===== config.mk =====
export PLATFORM = sky130hd
export DESIGN_NAME = controle_pilha_param
export DESIGN_NICKNAME = d
export VERILOG_FILES = /design/src/rtl/controle_pilha_pkg.sv /design/src/rtl/controle_pilha_param_detector_borda.sv /design/src/rtl/controle_pilha_param.sv
export SDC_FILE = /design/constraint.sdc
export NUM_CORES = 1
export LEC_CHECK = 0
export CORE_AREA = 2 2 61 63
export DETAILED_ROUTE_END_ITERATION = 7
export DIE_AREA = 0 0 63 65
export PLACE_DENSITY = 0.66
export SYNTH_ARGS = -nofsm -noshare
export SYNTH_HDL_FRONTEND = slang
export SYNTH_SLANG_ARGS = --single-unit

===== constraint.sdc =====
create_clock -name Clk -period 2.1 [get_ports Clk]
set_clock_uncertainty 0.1 [all_clocks]
set_input_delay 0.42 -clock Clk [delete_from_list [all_inputs] [get_ports Clk]]
set_output_delay 0.42 -clock Clk [all_outputs]
set_load 0.02 [all_outputs]

===== src/rtl/controle_pilha_pkg.sv =====
// Shared types for the stack calculator control unit: FSM state encoding and error codes.
package controle_pilha_pkg;

    typedef enum logic [2:0] {
        OCIOSO,
        EMPILHA_DADO,
        INICIA_ULA,
        AGUARDA_ULA,
        DESEMPILHA,
        EMPILHA_RES,
        ERRO
    } estado_t;

    localparam logic [1:0] ERRO_NENHUM  = 2'd0;
    localparam logic [1:0] ERRO_CHEIA   = 2'd1;
    localparam logic [1:0] ERRO_VAZIA   = 2'd2;
    localparam logic [1:0] ERRO_TIMEOUT = 2'd3;

endpackage


===== src/rtl/controle_pilha_param_detector_borda.sv =====
// Rising-edge detector for an already-debounced synchronous key level.
module detector_borda (
    input  logic clk_i,
    input  logic reset_i,
    input  logic sinal_i,
    output logic sobe_o
);

    logic sinal_q;

    always_ff @(posedge clk_i) begin
        if (reset_i) begin
            sinal_q <= 1'b0;
        end else begin
            sinal_q <= sinal_i;
        end
    end

    assign sobe_o = sinal_i & ~sinal_q;

endmodule


===== src/rtl/controle_pilha_param.sv =====
// Stack calculator control unit: pushes switch data, runs ALU ops with a timeout,
// pops the consumed operands and pushes the result, reporting overflow/underflow/timeout.
module controle_pilha_param
    import controle_pilha_pkg::*;
#(
    parameter int                    DATA_W       = 8,
    parameter int                    OP_W         = 3,
    parameter int                    PROFUNDIDADE = 16,
    parameter logic [2**OP_W-1:0]    UNARIA_MASK  = 8'b1100_0000,
    parameter int                    TIMEOUT      = 255
) (
    input  logic                                 Clk,
    input  logic                                 Reset,
    input  logic                                 KEY0,
    input  logic                                 KEY1,
    input  logic [DATA_W-1:0]                    SW,
    input  logic                                 ula_pronto,
    input  logic [$clog2(PROFUNDIDADE+1)-1:0]    pilha_nivel,
    output logic                                 pilha_empilha,
    output logic                                 pilha_desempilha,
    output logic                                 pilha_sel_sw,
    output logic                                 empilha_resultado,
    output logic                                 ula_inicia,
    output logic [OP_W-1:0]                      ula_op_code,
    output logic                                 ocupado,
    output logic [1:0]                           erro
);

    localparam int NIVEL_W = $clog2(PROFUNDIDADE+1);
    localparam int CNT_W   = $clog2(TIMEOUT+1);

    estado_t            estado_q, estado_d;
    logic [OP_W-1:0]    op_q, op_d;
    logic [1:0]         n_q, n_d;
    logic [CNT_W-1:0]   tempo_q, tempo_d;
    logic [1:0]         pops_q, pops_d;
    logic [1:0]         erro_q, erro_d;

    logic               sobe0, sobe1;
    logic [OP_W-1:0]    opSw;
    logic [1:0]         nSw;
    logic               unusedSw;

    detector_borda uBorda0 (
        .clk_i   (Clk),
        .reset_i (Reset),
        .sinal_i (KEY0),
        .sobe_o  (sobe0)
    );

    detector_borda uBorda1 (
        .clk_i   (Clk),
        .reset_i (Reset),
        .sinal_i (KEY1),
        .sobe_o  (sobe1)
    );

    // Only the low bits select the op; the rest of SW is push data for the stack.
    assign opSw     = SW[OP_W-1:0];
    assign nSw      = UNARIA_MASK[opSw] ? 2'd1 : 2'd2;
    assign unusedSw = ^SW[DATA_W-1:OP_W];

    always_comb begin
        estado_d = estado_q;
        op_d     = op_q;
        n_d      = n_q;
        tempo_d  = tempo_q;
        pops_d   = pops_q;
        erro_d   = erro_q;
        case (estado_q)
            OCIOSO: begin
                if (sobe0) begin
                    if (pilha_nivel < NIVEL_W'(PROFUNDIDADE)) begin
                        estado_d = EMPILHA_DADO;
                    end else begin
                        estado_d = ERRO;
                        erro_d   = ERRO_CHEIA;
                    end
                end else if (sobe1) begin
                    op_d = opSw;
                    n_d  = nSw;
                    if (pilha_nivel >= NIVEL_W'(nSw)) begin
                        estado_d = INICIA_ULA;
                    end else begin
                        estado_d = ERRO;
                        erro_d   = ERRO_VAZIA;
                    end
                end
            end
            EMPILHA_DADO: estado_d = OCIOSO;
            INICIA_ULA: begin
                tempo_d  = '0;
                estado_d = AGUARDA_ULA;
            end
            AGUARDA_ULA: begin
                // A completion arriving in the last allowed cycle still wins over the timeout.
                if (ula_pronto) begin
                    pops_d   = n_q;
                    estado_d = DESEMPILHA;
                end else begin
                    tempo_d = tempo_q + CNT_W'(1);
                    if (tempo_d == CNT_W'(TIMEOUT)) begin
                        estado_d = ERRO;
                        erro_d   = ERRO_TIMEOUT;
                    end
                end
            end
            DESEMPILHA: begin
                pops_d = pops_q - 2'd1;
                if (pops_q == 2'd1) begin
                    estado_d = EMPILHA_RES;
                end
            end
            EMPILHA_RES: estado_d = OCIOSO;
            ERRO: begin
                if (sobe0 || sobe1) begin
                    estado_d = OCIOSO;
                    erro_d   = ERRO_NENHUM;
                end
            end
            default: estado_d = OCIOSO;
        endcase
    end

    always_ff @(posedge Clk) begin
        if (Reset) begin
            estado_q <= OCIOSO;
            op_q     <= '0;
            n_q      <= 2'd2;
            tempo_q  <= '0;
            pops_q   <= '0;
            erro_q   <= ERRO_NENHUM;
        end else begin
            estado_q <= estado_d;
            op_q     <= op_d;
            n_q      <= n_d;
            tempo_q  <= tempo_d;
            pops_q   <= pops_d;
            erro_q   <= erro_d;
        end
    end

    // Moore decode: every output depends only on registered state.
    always_comb begin
        pilha_empilha     = 1'b0;
        pilha_desempilha  = 1'b0;
        pilha_sel_sw      = 1'b0;
        empilha_resultado = 1'b0;
        ula_inicia        = 1'b0;
        ula_op_code       = '0;
        ocupado           = (estado_q != OCIOSO) && (estado_q != ERRO);
        erro              = erro_q;
        case (estado_q)
            EMPILHA_DADO: begin
                pilha_empilha = 1'b1;
                pilha_sel_sw  = 1'b1;
            end
            INICIA_ULA: begin
                ula_inicia  = 1'b1;
                ula_op_code = op_q;
            end
            AGUARDA_ULA: ula_op_code = op_q;
            DESEMPILHA:  pilha_desempilha = 1'b1;
            EMPILHA_RES: begin
                pilha_empilha     = 1'b1;
                empilha_resultado = 1'b1;
            end
            default: ;
        endcase
    end

endmodule


==> qor.yml, run 1 <==
run_status: "complete, no violations"
power.share.sequential_pct: 34.4
total_inserted_antenna_cells: 0
remaining_drc_errors: 0
nNetsFinal: 249
mappedNetlistNets: 198
clock-root-buffer: "clkbuf_4"
synth_compound_gate_area_share_pct: 22.7
synth.top_cells.by_area: "dfxtp_1 (34%), nor2_1 (7.7%), a21oi_1 (6.9%), nand2_1 (5.4%), ha_1 (3.8%)"
clk_pin_slew_worst_paths_ns: 0.14
synth_simple_gate_area_share_pct: 30.2
gate_count_after_technology_mapping: 176
final-hold-violation-count: 0
worst_slew_pin_slew_ns: 0.417
dpl.cell_count: 263
dr.pass1.iters: 4
coreArea_um2: 3500
ir_worst_vdd_uv: 415
antenna_found_initial: 0
cellLeakagePower_nw: 0.820
synth_top_family_by_area: "simple AND/OR/NAND/NOR gates"
insertion_delay_ns: 0.31
slowest_delay_ns: 0.41
cts_max_path_buffers: 2
area_of_combinational_cells_with_multiple_inputs_um2: 901
floorplan.die_area_um2: 4100
use_met3_pct: 2.78
detailroute.via_count: 1383
detail_route.vias_per_cell: 5.05
achievable-frequency_ghz: 0.498
flow.area_growth_from_synthesis_pct: 48.2
hpwlAfterDp_mm: 2.54
cts_hold_repair.buffers: 0
die_y_um: 65
final-max-slew-violation-count: 0
multiplexer_share_of_the_synthesized_area_pct: 3.05
min_period_over_period_pct: 95.7
net-switching-power_uw: 487
final_period_minus_worst_setup_slack_ns: 2.01
synth_top_cell_by_area: "dfxtp_1"
cap_violations: 0
cts_tree: "built"
endpoint_required_time_on_the_critical_path_ns: 2.26
syn_area_um2: 1310
power_mw: 1.42
p_clk_share_pct: 23.2
drt_iter0_drc: 54
worstPathBufferInverterCount: 2
p_sw_share_pct: 34.2
floorplan.initialDensity_pct: 37.5
detailedPlace.worstSlack_ns: -0.546
synth_enable_flop_cells: 0
setup_viol: 0
post_synthesis_sequential_element_count: 22
gr-usage-met1_pct: 22.6
timing.critical_path.slowest_stage_cell: "or3_4"
comb_power_share_pct: 42.3
finalWeightedCongestion: 0.845
htree_num_levels: 1
path_delay_family: "compound AO/OA/AOI/OAI gates"
pin_count_of_the_biggest_net_entering_global_routing: 14
timing.critical_path.fanout_max: 4
power_per_unit_of_standard_cell_area_nw_per_um2: 732
totalWireLength_mm: 3.40
wl_per_cell_um: 12.4
cp_data_arrival_time_ns: 2.17
row_count: 22
io_buffer_count: 23
seq_area_frac_synth_pct: 33.6
die-width_um: 63
cts.sinks: 22
post-synth-top-count-cell: "nor2_1"
finalWorstSetupSlack_ns: 0.0904
path_cells: "buf_6, nand2_4, inv_2, ha_4, nand2b_4, a2111oi_4, o21a_1, o32ai_4, or3_4, a21oi_2"
number_of_distinct_library_cells_after_synthesis: 42
antenna_violating_nets_post_route: 0
critical_path_class: "in2reg"
via_count_of_the_first_global_routing_pass: 1359
overflow: 0
ff_latch_area_um2: 447
synth-async-reset-ratio_pct: 0
grt_pass1_wl_mm: 6.02
hold_path_class: "in2reg"
finalCoreUtilization_pct: 55.6
synth_ff_type: "dfxtp_1"
yosys.area.top_type_share_pct: 33.6
globalRouteTotalUtil_pct: 18.3
layout_cell_share_with_drive_strength_beyond_1_pct: 25.7
synth_area_per_cell_um2: 7.45
top_level_ports: 29
synth.top_cells.by_count: "nor2_1 (27), dfxtp_1 (22), nand2_1 (19), a21oi_1 (18)"
crit_path_end_kind: "flip-flop"
synth_fa_ha_area_share_pct: 3.82
finalNonFillerCells: 274
synth_xor_area_share_pct: 2.00
setup_repair_after_global_routing_missed_its_margin: "no"
cellInternalPower_uw: 936
ys_warn_count: 0
grt_most_used_layer: "met2"
filler_cell_count: 360
slew-limit-headroom_pct: 71.9
use_met2_pct: 33.1
total_cts_buffers: 3
critPathLaunchType: "input pin"
==> state kept, by name, summed over array words and instances, names as in the netlist <==
name,flops
uBorda0.sinal_q,1
pops_q,2
uBorda1.sinal_q,1
op_q,3
n_q,2
tempo_q,8
estado_q,3
erro,2
==> cell families (layout without fill, tap and decap cells) <==
| logic type | after synthesis | after routing |
|---|---|---|
| compound gates | 46 | 46 |
| xor+xnor | 3 | 3 |
| fa+ha+maj | 4 | 4 |
| buf+inv | 15 | 65 |
| flops | 22 | 22 |
| mux | 4 | 4 |
| simple gates | 82 | 82 |
==> per-stage QoR <==
| step | instance area (um^2) | TNS (ns) | hold WS, ns |
|---|---|---|---|
| 4_1_cts | 1870 | -0.227 | 0.395 |
| 2_1_floorplan | 1350 | 0 | 0.352 |
| 5_1_grt | 1940 | 0 | 0.241 |
| 3_3_place_gp | 1780 | -1.60 | 0.369 |
| 6_report | 1940 | 0 | 0.249 |
| 3_5_place_dp | 1780 | -1.86 | 0.378 |
==> final cells by class <==
class	instances	share of cell area [%]
Clock buffer	3	1.16
Clock inverter	1	1.55
Inverter	7	1.35
Multi-Input combinational cell	139	46.4
Sequential cell	22	23.0
Tap cell	48	3.09
Timing Repair Buffer	54	23.5
==> placed cells by master (no fill, tap or decap), types with 5 or more instances in the layout <==
| master | count |
|---|---|
| dfxtp_2 | 5 |
| nor2_1 | 27 |
| o21ai_1 | 5 |
| nand3_1 | 7 |
| dlygate4sd2_1 | 9 |
| a21oi_1 | 16 |
| buf_4 | 31 |
| clkdlybuf4s50_1 | 11 |
| dfxtp_1 | 17 |
| inv_1 | 6 |
| nand2_1 | 18 |
| o21ai_0 | 5 |
| nor2b_1 | 6 |
==> tightest hold or removal path, delay by kind of cell <==
family	cells	cell delay, ns
and+or+nand+nor	1	0.07
buffers and inverters	1	0.08
muxes	1	0.05
==> layer usage <==
layer / part of all wire (%) / up-vias
met1: 47 / 642
met2: 49 / 22
met4: 0.56 / 0
met3: 3.1 / 2
li1: - / 717
met5: 0 / -
==> worst paths after layout <==
| check | cells past startpoint | from | slack [ns] | endpoint |
|---|---|---|---|---|
| setup reg to reg | 7 | estado_q[1] | 0.11 | erro[1] |
| hold / removal | 3 | SW[2] | 0.25 | op_q[2] |
| setup / recovery | 10 | SW[2] | 0.09 | erro[1] |
| hold reg to reg | 2 | pops_q[1] | 0.40 | pops_q[1] |
==> what timing repair did <==
item                       in CTS  in global routing
setup buffers                   3                  4
pin swaps                       4                  8
resized for setup              16                 19
cloned                          0                  0
setup endpoints to repair      11                  4
==> power groups by stage <==
stage               Clock (mW)  Sequential, mW  Combinational, mW
floorplan                    0           0.488              0.326
global placement             0           0.498              0.569
detailed placement           0           0.498              0.573
CTS                      0.341           0.490              0.572
global route             0.356           0.497              0.660
finish                   0.331           0.490              0.602
Power figures use the tool's default switching activity.
==> inputs of run 2 (changes only) <==
--- a/config.mk
+++ b/config.mk
@@ -5,10 +5,11 @@
 export SDC_FILE = /design/constraint.sdc
 export NUM_CORES = 1
 export LEC_CHECK = 0
-export CORE_AREA = 2 2 61 63
+export CORE_AREA = 2 2 60 62
 export DETAILED_ROUTE_END_ITERATION = 7
-export DIE_AREA = 0 0 63 65
-export PLACE_DENSITY = 0.66
+export DIE_AREA = 0 0 62 64
+export PLACE_DENSITY = 0.73
 export SYNTH_ARGS = -nofsm -noshare
 export SYNTH_HDL_FRONTEND = slang
+export SYNTH_HIERARCHICAL = 1
 export SYNTH_SLANG_ARGS = --single-unit
==> constraint.sdc (replaced) <==
create_clock -name Clk -period 2.1 [get_ports Clk]
set_clock_uncertainty 0.1 [all_clocks]
set_input_delay 0.315 -clock Clk [delete_from_list [all_inputs] [get_ports Clk]]
set_output_delay 0.315 -clock Clk [all_outputs]
set_load 0.02 [all_outputs]
==> qor.yml, run 2 <==
final-hold-violation-count: 0
critPathLaunchType: "flip-flop"
cts_tree: "built"
crit_path_end_kind: "output port"
die-width_um: 62
run_status: "complete, no violations"
synth_area_per_cell_um2: 7.70
synth_enable_flop_cells: 0
pin_count_of_the_biggest_net_entering_global_routing: 19
total_inserted_antenna_cells: 0
antenna_violating_nets_post_route: 0
total_cts_buffers: 3
setup_viol: 0
power_mw: 1.36
endpoint_required_time_on_the_critical_path_ns: 1.68
die_y_um: 64
ir_worst_vdd_uv: 308
worst-r2r-setup-slack_ns: 0.19
synth_ff_type: "dfxtp_1"
cellLeakagePower_nw: 0.813
final_period_minus_worst_setup_slack_ns: 1.97
min_period_over_period_pct: 93.8
setup_repair_after_global_routing_missed_its_margin: "no"
path_cells: "nor2b_1, buf_4, and2_1, dlygate4sd2_1"
slowest_delay_ns: 0.42
post_synthesis_sequential_element_count: 22
floorplan.initialDensity_pct: 44.5
layout.cell_area.non_filler_um2: 1870
dpl.cell_count: 265
overflow: 0
power_per_unit_of_standard_cell_area_nw_per_um2: 724
gate_count_after_technology_mapping: 190
detailroute.via_count: 1387
mostFrequentLayoutCells: "nor2_1 (20), dfxtp_1 (20), nand2_1 (19)"
row_count: 21
layout_cell_share_with_drive_strength_beyond_1_pct: 16.1
top_register: "tempo_q"
finalNonFillerCells: 269
insertion_delay_ns: 0.31
critical_path_class: "reg2out"
globalRouteTotalUtil_pct: 17.4
achievable-frequency_ghz: 0.507
coreArea_um2: 3280
synth_top_cell_by_area: "dfxtp_1"
top_level_ports: 29
synth-async-reset-ratio_pct: 0
use_met2_pct: 25.0
totalWireLength_mm: 3.08
cts_hold_repair.buffers: 0
mappedNetlistNets: 212
htree_num_levels: 1
hold_path_class: "reg2reg"
floorplan.die_area_um2: 3970
finalWeightedCongestion: 0.882
seq_area_frac_synth_pct: 30.1
synth.top_cells.by_area: "dfxtp_1 (30%), a21oi_1 (5.1%), nor2_1 (5.1%), nand2_1 (4.9%), nor2b_4 (3.8%)"
grt_most_used_layer: "met1"
post-synth-top-count-cell: "dfxtp_1"
clock-root-buffer: "clkbuf_4"
detail_route.vias_per_cell: 5.16
flow.area_growth_from_synthesis_pct: 28.0
hpwlAfterDp_mm: 2.33
drt_iter0_drc: 38
dr.pass1.iters: 4
via_count_of_the_first_global_routing_pass: 1209
slew-limit-headroom_pct: 76.2
cap_violations: 0
cts.sinks: 22
use_met3_pct: 1.82
final-max-slew-violation-count: 0
ys_warn_count: 6
synth.top_cells.by_count: "dfxtp_1 (22), nor2_1 (20), nand2_1 (19), a21oi_1 (15), inv_1 (9)"
timing.critical_path.fanout_max: 9
placement.cell_area_um2: 1830
yosys.area.top_type_share_pct: 30.1
syn_area_um2: 1460
gr-usage-met1_pct: 26.7
antenna_found_initial: 0
nNetsFinal: 246
cts_max_path_buffers: 2
number_of_distinct_library_cells_after_synthesis: 51
cp_data_arrival_time_ns: 1.56
worst_slew_pin_slew_ns: 0.354
number_of_flip_flops_in_the_largest_register: 8
timing.critical_path.slowest_stage_cell: "dfxtp_2"
clk_pin_slew_worst_paths_ns: 0.13
io_buffer_count: 23
remaining_drc_errors: 0
grt_pass1_wl_mm: 5.39
wl_per_cell_um: 11.5
biggestRegsByFlops: "tempo_q x8, estado_q x3, op_q x3"
==> run 2: routing by layer <==
layer	vias to the layer above	part of all wire, %
met5	-	0
met4	0	0.88
li1	737	-
met1	628	51
met3	2	2.7
met2	20	45
==> run 2: stage by stage <==
step                      setup WS, ns  util, %  setup TNS, ns  hold slack (ns)
after floorplan                  0.359        -              0            0.279
after global placement          -0.151     55.8         -0.172            0.363
after detailed placement        -0.202     55.8         -0.329            0.370
after CTS                      0.00369     56.8              0            0.388
after global routing            0.0319     57.0              0            0.406
final                            0.129     57.0              0            0.383
==> run 2: worst max-delay path, delay by kind of cell (launching register included) <==
family                 cells  cell delay (ns)
and+or+nand+nor            2             0.33
DFF                        1             0.42
buffers and inverters      2             0.49
==> run 2: cell type report <==
cell class / count / area [um^2]
flip-flops and latches: 22 / 443
repair buffers: 41 / 367
fillers: 315 / 1410
multi-input cells: 147 / 935
clock buffers: 4 / 36.3
inverters: 9 / 33.8
well taps: 46 / 57.6
==> run 2: cells by family (layout without fill, tap and decap cells) <==
logic type                 Yosys count  count (layout)  share of synthesized area (%)
and+or+nand+nor                     88              88                           33.5
AOI/OAI and AO/OA                   49              49                           22.8
DFF                                 22              22                           30.1
buffers and inverters               21              54                           5.99
muxes                                5               5                           3.51
adders and majority gates            4               4                           3.42
xor gates and xnor gates             1               1                          0.599
==> run 2: timing repair <==
item / CTS / global route
cloned: 0 / 0
setup endpoints to repair: 8 / 3
resized for setup: 7 / 3
buffers inserted: 0 / 0
==> run 2: power by group <==
group	switching, mW	internal, mW	total [mW]
clock network	0.137	0.106	0.243
registers	0.0404	0.464	0.505
logic	0.327	0.281	0.608
total	0.504	0.852	1.36
==> run 2: final timing paths <==
kind / from / end / depth (start not counted)
setup / recovery: estado_q[1] / ula_op_code[1] / 4
hold / removal: tempo_q[7] / tempo_q[7] / 2
setup reg to reg: tempo_q[1] / estado_q[2] / 6
hold reg to reg: tempo_q[7] / tempo_q[7] / 2
==> inputs of run 3 (changes only) <==
--- a/config.mk
+++ b/config.mk
@@ -5,6 +5,7 @@
 export SDC_FILE = /design/constraint.sdc
 export NUM_CORES = 1
 export LEC_CHECK = 0
+export CAP_MARGIN = 0
 export CORE_AREA = 2 2 60 62
 export DETAILED_ROUTE_END_ITERATION = 7
 export DIE_AREA = 0 0 62 64
==> results of run 3 <==
Same layout as run 2: the final DEF is identical, and so are final timing and power.
